==> src/rtl/crc_check.sv <==
`default_nettype none
// ============================================================================
//  Module   : crc_check
//  Purpose  : Bit-serial receive-side CRC checker; zero LFSR residue after the
//             data word and received CRC have been shifted in MSB-first.
//  Revision : 1.0
// ============================================================================
module crc_check #(
    parameter int                   DATA_WIDTH = 32,
    parameter int                   CRC_WIDTH  = 16,
    parameter logic [CRC_WIDTH-1:0] POLY       = 16'h1021,
    parameter logic [CRC_WIDTH-1:0] INIT       = 16'h0000
) (
    input  logic                  clk,
    input  logic                  reset_n,
    input  logic                  enable,
    input  logic [DATA_WIDTH-1:0] data,
    input  logic [CRC_WIDTH-1:0]  crc_in,
    output logic [CRC_WIDTH-1:0]  crc_calc,
    output logic                  crc_ok,
    output logic                  crc_err,
    output logic                  crc_done
);

    localparam int TOTAL_BITS = DATA_WIDTH + CRC_WIDTH;
    localparam int CNT_W      = $clog2(TOTAL_BITS + 1);

    localparam logic [CNT_W-1:0] c_last_data = CNT_W'(DATA_WIDTH - 1);
    localparam logic [CNT_W-1:0] c_last_bit  = CNT_W'(TOTAL_BITS - 1);

    typedef enum logic [1:0] {
        S_IDLE = 2'd0,
        S_CALC = 2'd1,
        S_DONE = 2'd2
    } state_t;

    state_t                  state_q,    state_d;
    logic [CRC_WIDTH-1:0]    lfsr_q,     lfsr_d;
    logic [CNT_W-1:0]        bit_cnt_q,  bit_cnt_d;
    logic [TOTAL_BITS-1:0]   shreg_q,    shreg_d;
    logic [CRC_WIDTH-1:0]    crc_calc_q, crc_calc_d;
    logic                    crc_ok_q,   crc_ok_d;
    logic                    crc_err_q,  crc_err_d;
    logic                    crc_done_q, crc_done_d;

    logic                    fb;
    logic [CRC_WIDTH-1:0]    lfsr_step;

    // One LFSR step on the bit currently at the head of the shift register.
    always_comb begin
        fb        = lfsr_q[CRC_WIDTH-1] ^ shreg_q[TOTAL_BITS-1];
        lfsr_step = {lfsr_q[CRC_WIDTH-2:0], 1'b0} ^ (fb ? POLY : '0);
    end

    always_comb begin
        state_d    = state_q;
        lfsr_d     = lfsr_q;
        bit_cnt_d  = bit_cnt_q;
        shreg_d    = shreg_q;
        crc_calc_d = crc_calc_q;
        crc_ok_d   = crc_ok_q;
        crc_err_d  = crc_err_q;
        crc_done_d = crc_done_q;

        unique case (state_q)
            S_IDLE: begin
                if (enable) begin
                    shreg_d   = {data, crc_in};
                    lfsr_d    = INIT;
                    bit_cnt_d = '0;
                    state_d   = S_CALC;
                end
            end
            S_CALC: begin
                if (!enable) begin
                    state_d = S_IDLE;
                end else begin
                    lfsr_d    = lfsr_step;
                    shreg_d   = shreg_q << 1;
                    bit_cnt_d = bit_cnt_q + 1'b1;
                    if (bit_cnt_q == c_last_data) begin
                        crc_calc_d = lfsr_step;
                    end
                    if (bit_cnt_q == c_last_bit) begin
                        crc_ok_d   = (lfsr_step == '0);
                        crc_err_d  = (lfsr_step != '0);
                        crc_done_d = 1'b1;
                        state_d    = S_DONE;
                    end
                end
            end
            S_DONE: begin
                // crc_calc is deliberately kept until the next accept.
                if (!enable) begin
                    crc_ok_d   = 1'b0;
                    crc_err_d  = 1'b0;
                    crc_done_d = 1'b0;
                    state_d    = S_IDLE;
                end
            end
            default: begin
                state_d = S_IDLE;
            end
        endcase
    end

    always_ff @(posedge clk or negedge reset_n) begin
        if (!reset_n) begin
            state_q    <= S_IDLE;
            lfsr_q     <= INIT;
            bit_cnt_q  <= '0;
            shreg_q    <= '0;
            crc_calc_q <= '0;
            crc_ok_q   <= 1'b0;
            crc_err_q  <= 1'b0;
            crc_done_q <= 1'b0;
        end else begin
            state_q    <= state_d;
            lfsr_q     <= lfsr_d;
            bit_cnt_q  <= bit_cnt_d;
            shreg_q    <= shreg_d;
            crc_calc_q <= crc_calc_d;
            crc_ok_q   <= crc_ok_d;
            crc_err_q  <= crc_err_d;
            crc_done_q <= crc_done_d;
        end
    end

    assign crc_calc = crc_calc_q;
    assign crc_ok   = crc_ok_q;
    assign crc_err  = crc_err_q;
    assign crc_done = crc_done_q;

endmodule
`default_nettype wire

==> config.mk <==
export PLATFORM = sky130hd
export DESIGN_NAME = crc_check
export DESIGN_NICKNAME = d
export VERILOG_FILES = /design/src/rtl/crc_check.sv
export SDC_FILE = /design/constraint.sdc
export NUM_CORES = 1
export LEC_CHECK = 0
export BUFFER_PORTS_ARGS = -buffer_cell sky130_fd_sc_hd__buf_2
export CAP_MARGIN = 40
export CORE_MARGIN = 2
export CORE_UTILIZATION = 50
export CTS_CLUSTER_SIZE = 10
export DETAILED_ROUTE_END_ITERATION = 7
export GPL_ROUTABILITY_DRIVEN = 0
export PLACE_DENSITY = 0.72
export SETUP_SLACK_MARGIN = 0.05
export SYNTH_ARGS = -nofsm -noshare
export SYNTH_HDL_FRONTEND = slang
export SYNTH_SLANG_ARGS = --single-unit
==> constraint.sdc <==
create_clock -name clk -period 5.7 [get_ports clk]
set_clock_uncertainty 0.2 [all_clocks]
set_input_delay 1.14 -clock clk [delete_from_list [all_inputs] [get_ports clk]]
set_output_delay 1.14 -clock clk [all_outputs]
set_load 0.05 [all_outputs]
==> impl_metrics.yaml <==
status:
  status: "complete, no violations"
global_route:
  grt_pass1_vias: 2644
  grt_start_max_net_pins: 68
  grt_pass1_wl_mm: 12.5
  antenna_found_initial: 0
  grt_use_total_pct: 18.3
  grt-ovfl-total: 0
logic_synthesis:
  netlist_instances: 344
  ys_ff_latch: 91
  synthesis.nets: 396
  syn_avg_cell_area_um2: 11.7
  synthDistinctLibCells: 36
  synthesis.area_mm2: 0.00401
  seq_area_frac_synth_pct: 56.8
  yosys_warnings: 0
worst_setup_path:
  cp-end-kind: "flip-flop"
  critPathRequiredTime_ns: 5.74
  rr_worst_depth: 4
  path_class: "in2reg"
  reg2reg_from: "state_q[0]"
  worstSetupStartpointType: "primary input"
  arrival_ns: 2.75
  r2r_setup_slack_ns: 3.24
  rr_endpoint: "lfsr_q[1]"
  cp_max_fo: 67
power:
  switching_share_pct: 28.5
  switching_power_uw: 376
  power_mw: 1.32
  p_seq_share_pct: 56.2
  combPwrFrac_pct: 11.8
  irDropWorstVdd_uv: 147
  p_leak_nw: 2.31
  power.density_mw_per_mm2: 285
  p_clk_share_pct: 32.0
  intPower_uw: 946
sta:
  relSlewSlack_pct: 56.1
  setup_viol: 0
  finalSetupTns_ns: 0
  rsz0062_at_grt: "false"
  finalMaxSlewViolations: 0
  hold_viol: 0
  fmax_mhz: 369
  fin_crit_ns: 2.71
  tightest_slew_ns: 0.659
  fin_crit_sh_pct: 47.6
layout:
  antenna-diode-count: 0
  area_growth_pct: 15.8
  drive_above_1_share_pct: 27.6
  final_nets: 457
die:
  coreArea_mm2: 0.00777
  start_util_pct: 51.6
  pin_count: 70
  fp-row-count: 32
  dieArea_mm2: 0.00875
  die_y_um: 93.5
  die_w_um: 93.5
routing:
  top_layer: "met4"
  num_vias: 2668
  wl_met2_mm: 3.34
  drt_iter0_markers: 172
  wl_met1_mm: 3.38
  ant_nets: 0
  dr.pass1.iters: 6
  wirelength_mm: 7.22
  wire_per_inst_um: 14.1
  drc: 0
  vias_per_cell: 5.21
  wl_met3_um: 338
clock_network:
  ctsResizeCount: 0
  cts_buffers: 9
  clockBufferDepth: 2
  clk_latency_ns: 0.37
  clkSinkCount: 91
  cts.reportedPaths.clkPinSlew_ns: 0.09
  cts_max_level: 3
  cts_root_buf: "clkbuf_8"
  tritoncts: "built"
  cts_hold_buffers: 0
  postCtsSetupRepairBufs: 0
placement:
  numPortBuffers: 69
  dp_hpwl_mm: 4.97
worst_hold_path:
  hold_path.class: "reg2reg"
  hold_path_end: "shreg_q[34]"
  whs_path_depth: 2
  min-delay-start: "shreg_q[34]"
flow_run:
  maxCapViolations: 0
-- layout by cell type (no fill, tap or decap), types with 2 or more instances in the layout --
cell / synthesis / routed
a22o_1: 19 / 19
buf_2: 9 / 68
buf_4: 2 / 3
clkbuf_8: 0 / 9
clkinv_4: 0 / 3
dfrtp_1: 91 / 91
inv_1: 2 / 2
inv_8: 0 / 3
mux2_2: 16 / 16
mux2i_1: 49 / 49
nand2_1: 55 / 55
nand3_1: 3 / 3
nand3b_1: 2 / 2
nor2_1: 2 / 2
nor3_1: 2 / 2
nor3b_1: 3 / 3
nor4_1: 3 / 3
o21ai_0: 50 / 50
o311ai_0: 2 / 2
or3b_2: 2 / 2
xnor2_1: 3 / 3
-- worst max path at each step --
| stage | from | end | slack, ns | depth (start not counted) |
|---|---|---|---|---|
| 3_3_place_gp | enable | bit_cnt_q[5] | 2.52 | 4 |
| 3_5_place_dp | enable | bit_cnt_q[5] | 2.64 | 5 |
| 5_1_grt | enable | bit_cnt_q[5] | 2.82 | 5 |
| 2_1_floorplan | enable | crc_calc[10] | 3.01 | 5 |
| 6_report | enable | bit_cnt_q[5] | 2.99 | 5 |
| 4_1_cts | enable | bit_cnt_q[5] | 2.97 | 5 |
-- sequential cells by signal (all words and copies together) (netlist names) --
name       flops
bit_cnt_q      6
crc_calc      16
crc_ok         1
state_q        2
crc_done       1
shreg_q       48
crc_err        1
lfsr_q        16
-- cell families (layout without fill, tap and decap cells) --
| kind of cell | count (synthesis) | after routing | share of synthesized area (%) |
|---|---|---|---|
| compound gates | 76 | 76 | 11.8 |
| xor+xnor | 3 | 3 | 0.656 |
| fa+ha+maj | 1 | 1 | 0.312 |
| buf+inv | 26 | 92 | 3.31 |
| flops | 91 | 91 | 56.8 |
| mux | 66 | 66 | 17.0 |
| simple gates | 81 | 81 | 10.1 |
-- cell usage after synthesis --
library cell / count / area (um^2)
mux2i_1: 49 / 490
clkbuf_1: 9 / 33.8
o21a_1: 1 / 7.51
o211ai_1: 1 / 7.51
o31ai_1: 1 / 7.51
nand3b_4: 1 / 20.0
o311ai_0: 2 / 17.5
and2_1: 1 / 6.26
or3_1: 1 / 6.26
nand2_1: 55 / 206
buf_6: 2 / 22.5
nand3b_1: 2 / 15.0
nor3b_1: 3 / 22.5
a22o_1: 19 / 166
nor2_1: 2 / 7.51
xnor2_1: 3 / 26.3
o21ai_0: 50 / 250
nor4b_4: 1 / 23.8
nor3_1: 2 / 10.0
buf_1: 1 / 3.75
or3b_2: 2 / 17.5
mux2_1: 1 / 11.3
ha_1: 1 / 12.5
nor2b_1: 2 / 12.5
nand3_1: 3 / 15.0
nand2b_1: 2 / 12.5
buf_2: 9 / 45.0
clkbuf_2: 1 / 5.00
dfrtp_1: 91 / 2280
o31a_1: 1 / 8.76
nor4_1: 3 / 18.8
nand3_2: 1 / 10.0
o32ai_1: 1 / 8.76
mux2_2: 16 / 180
inv_1: 2 / 7.51
buf_4: 2 / 15.0
-- layer usage --
layer / global-route usage (%) / vias to the layer above
met5: 0 / -
met1: 24.9 / 1249
met2: 28.7 / 57
met3: 3.79 / 12
li1: - / 1350
met4: 8.09 / 0
-- cell type report --
cell class / instances / area (um^2)
Timing Repair Buffer: 74 / 422
Clock inverter: 7 / 68.8
Tap cell: 102 / 128
Multi-Input combinational cell: 227 / 1610
Sequential cell: 91 / 2280
Inverter: 2 / 7.51
Fill cell: 644 / 3130
Clock buffer: 9 / 124
-- power groups by stage --
| stage | clock [mW] | sequential (mW) | combinational [mW] |
|---|---|---|---|
| after detailed placement | 0 | 0.756 | 0.160 |
| after global placement | 0 | 0.753 | 0.150 |
| after floorplan | 0 | 0.749 | 0.103 |
| after CTS | 0.436 | 0.744 | 0.160 |
| final | 0.422 | 0.743 | 0.156 |
| after global routing | 0.464 | 0.752 | 0.179 |
-- worst max-delay path, cell delays in order --
cell      delay (ns)
buf_2           0.20
nand2b_4        0.32
buf_12          0.32
or3b_2          0.45
o311ai_0        0.31
-- stage by stage --
step | setup slack (ns) | cells | cell area [um^2] | hold WS, ns | utilization, %
floorplan | 3.01 | 344 | 4010 | 0.250 | -
global placement | 2.52 | 493 | 4390 | 0.262 | 56.5
detailed placement | 2.64 | 496 | 4450 | 0.266 | 57.3
CTS | 2.97 | 512 | 4640 | 0.288 | 59.7
global route | 2.82 | 512 | 4640 | 0.304 | 59.7
finish | 2.99 | 512 | 4640 | 0.288 | 59.7
Power figures use the tool's default switching activity.
